**src/rtl/damage_flash_pkg.sv**
```systemverilog
// Shared types for the damage flash controller: FSM state encoding and
// a counter-width helper that stays legal when a frame count is zero.
package damage_flash_pkg;

    typedef enum logic [1:0] {
        IDLE,
        ARM,
        FLASH,
        COOLDOWN
    } flash_state_t;

    // $clog2(n+1) bits, but never narrower than one bit.
    function automatic int cnt_width(input int n);
        return (n < 1) ? 1 : $clog2(n + 1);
    endfunction

endpackage

```
**src/rtl/frame_tick_counter.sv**
```systemverilog
// Saturating SOF counter with synchronous clear; terminal flags the last
// count of a TERMINAL-frame window (always set when TERMINAL is zero).
module frame_tick_counter
    import damage_flash_pkg::*;
#(
    parameter int TERMINAL = 1
) (
    input  logic clk,
    input  logic resetN,
    input  logic clear,
    input  logic tick,
    output logic terminal
);

    localparam int W = cnt_width(TERMINAL);

    logic [W-1:0] count;

    always_ff @(posedge clk or negedge resetN) begin
        if (!resetN) begin
            count <= '0;
        end else if (clear) begin
            count <= '0;
        end else if (tick && !terminal) begin
            count <= count + 1'b1;
        end
    end

    generate
        if (TERMINAL > 0) begin : g_term
            assign terminal = (count == W'(TERMINAL - 1));
        end else begin : g_zero
            assign terminal = 1'b1;
        end
    endgenerate

endmodule

```
**src/rtl/damage_flash_ctrl.sv**
```systemverilog
// Frame-synchronous damage blink controller. Define DAMAGE_FLASH_RETRIGGER_EN
// to let a hit during FLASH restart the full blink window.
module damage_flash_ctrl
    import damage_flash_pkg::*;
#(
    parameter int FLASH_FRAMES    = 120,
    parameter int TOGGLE_FRAMES   = 8,
    parameter int COOLDOWN_FRAMES = 30
) (
    input  logic clk,
    input  logic resetN,
    input  logic startOfFrame,
    input  logic hitPulse,
    input  logic pause,
    output logic enable,
    output logic flashing,
    output logic invulnerable,
    output logic donePulse
);

    localparam int TW = cnt_width(TOGGLE_FRAMES);
    localparam logic [TW-1:0] TOG_LAST = TW'(TOGGLE_FRAMES - 1);

    flash_state_t  state, next_state;
    logic          next_enable, next_done;
    logic          sof_go, hit_go, retrig;
    logic          frame_tick, frame_term, cool_tick, cool_term;
    logic [TW-1:0] tog_cnt, next_tog;

    // Pause masks both inputs, which freezes every register below.
    assign sof_go = startOfFrame & ~pause;
    assign hit_go = hitPulse & ~pause;

    frame_tick_counter #(.TERMINAL(FLASH_FRAMES)) u_frame_cnt (
        .clk      (clk),
        .resetN   (resetN),
        .clear    ((state != FLASH) | retrig),
        .tick     (frame_tick),
        .terminal (frame_term)
    );

    frame_tick_counter #(.TERMINAL(COOLDOWN_FRAMES)) u_cool_cnt (
        .clk      (clk),
        .resetN   (resetN),
        .clear    (state != COOLDOWN),
        .tick     (cool_tick),
        .terminal (cool_term)
    );

    always_comb begin
        next_state  = state;
        next_enable = enable;
        next_done   = 1'b0;
        next_tog    = tog_cnt;
        frame_tick  = 1'b0;
        cool_tick   = 1'b0;
        retrig      = 1'b0;
        case (state)
            IDLE: begin
                if (hit_go) next_state = ARM;
            end
            ARM: begin
                if (sof_go) begin
                    next_state  = FLASH;
                    next_enable = 1'b1;
                    next_tog    = '0;
                end
            end
            FLASH: begin
`ifdef DAMAGE_FLASH_RETRIGGER_EN
                if (hit_go) begin
                    retrig      = 1'b1;
                    next_enable = 1'b1;
                    next_tog    = '0;
                end else
`endif
                if (sof_go) begin
                    if (frame_term) begin
                        next_enable = 1'b0;
                        next_done   = 1'b1;
                        next_state  = (COOLDOWN_FRAMES > 0) ? COOLDOWN : IDLE;
                    end else begin
                        frame_tick = 1'b1;
                        if (tog_cnt == TOG_LAST) begin
                            next_enable = ~enable;
                            next_tog    = '0;
                        end else begin
                            next_tog = tog_cnt + 1'b1;
                        end
                    end
                end
            end
            COOLDOWN: begin
                if (sof_go) begin
                    if (cool_term) next_state = IDLE;
                    else           cool_tick  = 1'b1;
                end
            end
            default: next_state = IDLE;
        endcase
    end

    // Status flags are decoded from next_state so they register alongside it.
    always_ff @(posedge clk or negedge resetN) begin
        if (!resetN) begin
            state        <= IDLE;
            tog_cnt      <= '0;
            enable       <= 1'b0;
            flashing     <= 1'b0;
            invulnerable <= 1'b0;
            donePulse    <= 1'b0;
        end else begin
            state        <= next_state;
            tog_cnt      <= next_tog;
            enable       <= next_enable;
            flashing     <= (next_state == ARM) || (next_state == FLASH);
            invulnerable <= (next_state != IDLE);
            donePulse    <= next_done;
        end
    end

endmodule
```
**config.mk**
```make
export PLATFORM = sky130hd
export DESIGN_NAME = damage_flash_ctrl
export DESIGN_NICKNAME = d
export VERILOG_FILES = /design/src/rtl/damage_flash_pkg.sv /design/src/rtl/frame_tick_counter.sv /design/src/rtl/damage_flash_ctrl.sv
export SDC_FILE = /design/constraint.sdc
export NUM_CORES = 1
export LEC_CHECK = 0
export CORE_UTILIZATION = 56
export DETAILED_ROUTE_END_ITERATION = 8
export HOLD_SLACK_MARGIN = 0.05
export PLACE_DENSITY_LB_ADDON = 0.08
export SLEW_MARGIN = 20
export SYNTH_ARGS = -nofsm -noshare
export SYNTH_HDL_FRONTEND = slang
export SYNTH_SLANG_ARGS = --single-unit
export TNS_END_PERCENT = 30
```
**constraint.sdc**
```tcl
create_clock -name clk -period 2.7 [get_ports clk]
set_clock_uncertainty 0.2 [all_clocks]
set_input_delay 0.54 -clock clk [delete_from_list [all_inputs] [get_ports clk]]
set_output_delay 0.54 -clock clk [all_outputs]
set_load 0.1 [all_outputs]
```
# After elaboration in Yosys (flattened, before gate mapping)
# Index checks and enable logic that the tools add are counted.
[totals] reg_bits=22 input_bits=5 output_inout_bits=4 word_cells=71
[op_classes] add_sub_neg=3 n_eq_ne=14 muxes=30 bitwise=4 n_reduce_logical=12
[op_table] op="4-bit two-way mux" n=4
[op_table] op="7-bit two-way mux" n=2
[op_table] op="1-bit two-way mux" n=13
[op_table] op="2-bit two-way mux" n=6
[op_table] op="5-bit two-way mux" n=2
[op_table] op="2-bit != test, second input constant" n=5
[op_table] op="2-bit case mux with 4 select lines" n=1
[op_table] op="4-bit case mux with 2 select lines" n=1
[op_table] op="4-bit AND reduction" n=2
[op_table] op="2-bit nonzero test" n=4
[op_table] op="7-bit by 1-bit adder with 7-bit output, second input constant" n=1
[op_table] op="7-bit equality test, second input constant" n=1
[op_table] op="2-bit equality test, second input constant" n=3
[op_table] op="5-bit by 1-bit adder with 5-bit output, second input constant" n=1
[op_table] op="5-bit equality test, second input constant" n=1
[op_table] op="4-bit by 1-bit adder with 4-bit output, second input constant" n=1
[op_table] op="2-bit by 1-bit equality test with 1-bit output, second input constant" n=2
[op_table] op="4-bit by 3-bit equality test with 1-bit output, second input constant" n=1
[op_table] op="3-bit by 2-bit != test with 1-bit output, second input constant" n=1
[op_table] op="1-bit AND" n=2
[op_table] op="1-bit logical AND" n=2
[op_table] op="1-bit zero test" n=2
[op_table] op="2-bit zero test" n=1
[op_table] op="1-bit inverter" n=2
[op_table] op="other kinds (2)" n=2

# Logic depth before layout (Yosys ltp)
[logic_depth] ltp_word=7 mapped_depth=7 mapped_depth_nobuf=7

# By module
# Synthesis repeated with hierarchy kept, for this count alone.
[unflattened] cells_unflattened=133 hier_area_um2=1313.8
[by_module_without_submodules] mod="damage_flash_ctrl" n_inst=1 cells_per_inst=61 area_per_inst_um2=610.6 seq_area_each_um2=250.2
[by_module_without_submodules] mod="frame_tick_counter at u_frame_cnt" n_inst=1 cells_per_inst=43 area_per_inst_um2=415.4 seq_area_each_um2=175.2
[by_module_without_submodules] mod="frame_tick_counter at u_cool_cnt" n_inst=1 cells_per_inst=29 area_per_inst_um2=287.8 seq_area_each_um2=125.1

# Worst setup path after synthesis
# No wires, ideal clock.
[synth_path] path_type="register -> register" from="register u_frame_cnt.count[0]" to="register flashing" setup_ns=0.126 arrival_ns=1.585 t_required_ns=2.374 slack_ns=0.789 stages_incl_launch_ff=6 path_buffers=0 period_less_slack_ns=1.911 cell_sequence="dfrtp_1 > ha_1 > nand4b_1 > or2_4 > o311a_1 > ha_1"
[synth_via] elab_chain_len=6 elab_cells_between_ends=7 cone_classes="3 x eq/ne; 3 x mux; 1 x reduce/logical"
[synth_lines] element="start: declaration" line="frame_tick_counter.sv:17" source="logic [W-1:0] count;"
[synth_lines] element="start signal: assignment" line="frame_tick_counter.sv:25" source="count <= count + 1'b1;"
[synth_lines] element="7-bit equality test (*)" line="frame_tick_counter.sv:31" source="assign terminal = (count == W'(TERMINAL - 1));"
[synth_lines] element="2-bit two-way mux (*)" line="damage_flash_ctrl.sv:78" source="if (frame_term) begin"
[synth_lines] element="2-bit two-way mux (*)" line="damage_flash_ctrl.sv:77" source="if (sof_go) begin"
[synth_lines] element="2-bit case mux with 4 select lines (*)" line="damage_flash_ctrl.sv:58" source="case (state)"
[synth_lines] element="2-bit by 1-bit equality test with 1-bit output or 2-bit equality test (tied branches)" line="damage_flash_ctrl.sv:116" source="flashing <= (next_state == ARM) || (next_state == FLASH);"
[synth_lines] element="1-bit logical OR (*)" line="damage_flash_ctrl.sv:116"
[synth_lines] element="end signal: assignment" line="damage_flash_ctrl.sv:116"
[synth_lines] element="end: declaration" line="damage_flash_ctrl.sv:16" source="output logic flashing,"
# Mark *: on every way between the ends. The rest lies on a longest branch, timed or not.
# A chain may end at the register's enable or synchronous reset.

# Worst setup path after layout
# Ends and elaborated chain as after synthesis.

==> results.ini <==
[outcome]
status=finished, final reports clean

[grt]
grt_most_used_layer=met2
grt.met1_usage_pct=29.0
met2_usage_pct=39.5
overflow=0
grt_antenna_before_repair=0
grt_max_degree=23
grt_pass1_wl_um=3580
use_met3_pct=6.79
grt_usage_pct=23.1
grt_pass1_vias=848

[setup_path]
crit-reg2reg-launch=u_frame_cnt.count[0]
rr_worst_depth=5
cp_data_required_time_ps=2700
path_cells=ha_1 > nand4b_1 > or2_4 > o311a_1 > ha_1
cp_slowest_cell=dfrtp_1
critPathCapture=flashing
reg2reg_slack_ps=630
rr_endpoint=flashing
start_kind=flop
arrival_ps=2070
path_buf_inv=0
setup.worst_path.start=u_frame_cnt.count[0]
critical-path-top-delay-family=adder cells
crit_type=flop to flop
critical_path_depth=5
critical-path-max-stage-delay_ps=400
crit_top_cell=ha_1
crit_path_end_kind=flop
critPathMaxFanout=5

[power_and_ir_drop]
p_leak_nw=0.563
power.density_mw_per_mm2=619
vdd_ir_drop_max_mv=0.566

[cts]
ctsHtreeMaxLevel=1
cts_resized=0
cts_sinks=22
clock_latency_ps=300
cts_buffers=3
ctsLongestPathBuffers=2
cts_setup_buffers=0
hold_buffers=0
cts_root_buf=clkbuf_4
cts_tree=yes
clk_pin_slew_worst_paths_ps=120

[synth]
syn_area_mm2=0.00116
ys_seq_area_share_pct=47.6
synth_ff_type=dfrtp_1
syn_avg_cell_area_um2=9.40
yosysWarnings=0
ys_types=36
synth_top_cells_by_area=dfrtp_1, ha_1, nor2_1
yosysTopAreaCellShare_pct=47.6
synth_area_leader_cell=dfrtp_1
ys_seq_elements=22
synth_nets=133
synth-async-reset-ratio_pct=100
synth.most_common_cell=dfrtp_1
synth_common_cells=dfrtp_1, nor2_1, inv_1, nand2_1
synth_cells=123
synth_edf_count=0

[finish]
num_antenna_cells=0
drive_gt1_share_pct=12.0
areaGrowthSynthToFinish_pct=13.7
seqCellArea_um2=551
multi_input_area_um2=556
fill_cells=167
finalNetCount=144

[placed_design]
dp_hpwl_um=1570
portBuffers=8
pre_cts_ws_ps=312
place.gp.congestion=0.897

[route]
drt_pass1_iterations=4
vias=930
wl_per_cell_um=13.3
drt_wl_total_um=2130
avgViaCountPerCell=5.81
route.antenna.remaining_nets=0
drc=0
drt_iter0_drc=29

[floorplanning]
die_w_um=47.4
die_area_mm2=0.00225
initial_core_util_pct=59.5
coreArea_mm2=0.00194
num_io_pins=9
rows=16
fp.dieH_um=47.4

[job]
cap_viol_max_count=0

[timing]
tightest_slew_ps=499
fin_crit_ps=2070
period_share_pct=76.8
slew_headroom_pct=66.7
worst_slack_ps=628
rsz0062_at_grt=no
slew_violations=0
timing.fmax_ghz=0.483
setup_viol=0
hold_violations=0
tns_ps=0

[hold_path]
holdCritPathClass=input pin to asynchronous set/reset pin

## per-stage QoR
step	power, mW	hold WS [ps]	cells	utilization [%]	cell area [µm²]
CTS	0.824	359	160	67.7	1320
global placement	0.566	328	156	65.0	1260
global route	0.862	393	160	67.7	1320
finish	0.814	366	160	67.7	1320
floorplan	0.525	44.4	123	-	1160
detailed placement	0.573	340	156	65.0	1260
## layout make-up
| type | instances | area share [%] |
|---|---|---|
| timing repair buffer | 11 | 7.04 |
| inverter | 8 | 2.28 |
| clock inverter | 1 | 2.28 |
| tap | 27 | 2.57 |
| multi-input combinational | 88 | 42.2 |
| sequential | 22 | 41.9 |
| clock buffer | 3 | 1.71 |
## cell families after synthesis
group,Yosys count,synth area share (%)
multiplexers,2,1.73
adder cells (fa/ha/maj),5,5.41
XOR/XNOR,6,4.55
flip-flops,22,47.6
AND/OR/NAND/NOR,50,22.2
AO/OA/AOI/OAI,25,14.2
buffers and inverters,13,4.33
## routing by layer
layer	wire length (µm)	part of all wire [%]
met4	15	0.70
met1	972	46
met2	1060	50
met3	78	3.7
met5	0	0
## flip-flops by register name, indices dropped and copies added (netlist names)
| register | flops |
|---|---|
| state | 2 |
| u_frame_cnt.count | 7 |
| invulnerable | 1 |
| tog_cnt | 4 |
| donePulse | 1 |
| u_cool_cnt.count | 5 |
| flashing | 1 |
| enable | 1 |
## power by group
| part | leakage [nW] | internal (mW) | switching [mW] |
|---|---|---|---|
| logic | 0.268 | 0.0701 | 0.0790 |
| clock network | 0.0279 | 0.150 | 0.0978 |
| registers | 0.268 | 0.372 | 0.0448 |
## worst reg2reg max path, delay by kind of cell (launching register included)
kind | cells | cell delay [ps]
AOI/OAI and AO/OA | 1 | 360
and+or+nand+nor | 2 | 460
DFF | 1 | 400
adders and majority gates | 2 | 540
## how the worst min path moves through the flow
stage               cells after the start                  from  slack [ps]              endpoint
floorplan                               0                resetN          40             donePulse
global placement                        1            tog_cnt[0]         330            tog_cnt[0]
detailed placement                      1  u_frame_cnt.count[2]         340  u_frame_cnt.count[2]
CTS                                     1  u_frame_cnt.count[2]         360  u_frame_cnt.count[2]
global route                            2            tog_cnt[3]         390            tog_cnt[3]
finish                                  2                resetN         370  u_frame_cnt.count[6]
## cell usage in the layout, fill, tap and decap left out, types with 2 or more instances in the layout
master           netlist  routed
o21ai_0                7       7
buf_4                  0       7
a21oi_1                7       7
ha_1                   5       5
nand2_1                8       8
nor4_1                 3       3
nor3_1                 4       4
dfrtp_1               22      22
inv_1                  8       8
or2_2                  3       3
nor2_1                12      12
nand3_1                7       7
nand3b_1               2       2
mux2i_1                2       2
clkdlybuf4s50_1        0       4
clkbuf_4               0       3
nand4_1                4       4
nand2b_1               2       2
xor2_1                 5       5
No activity file was read; power rests on OpenSTA's default activity.
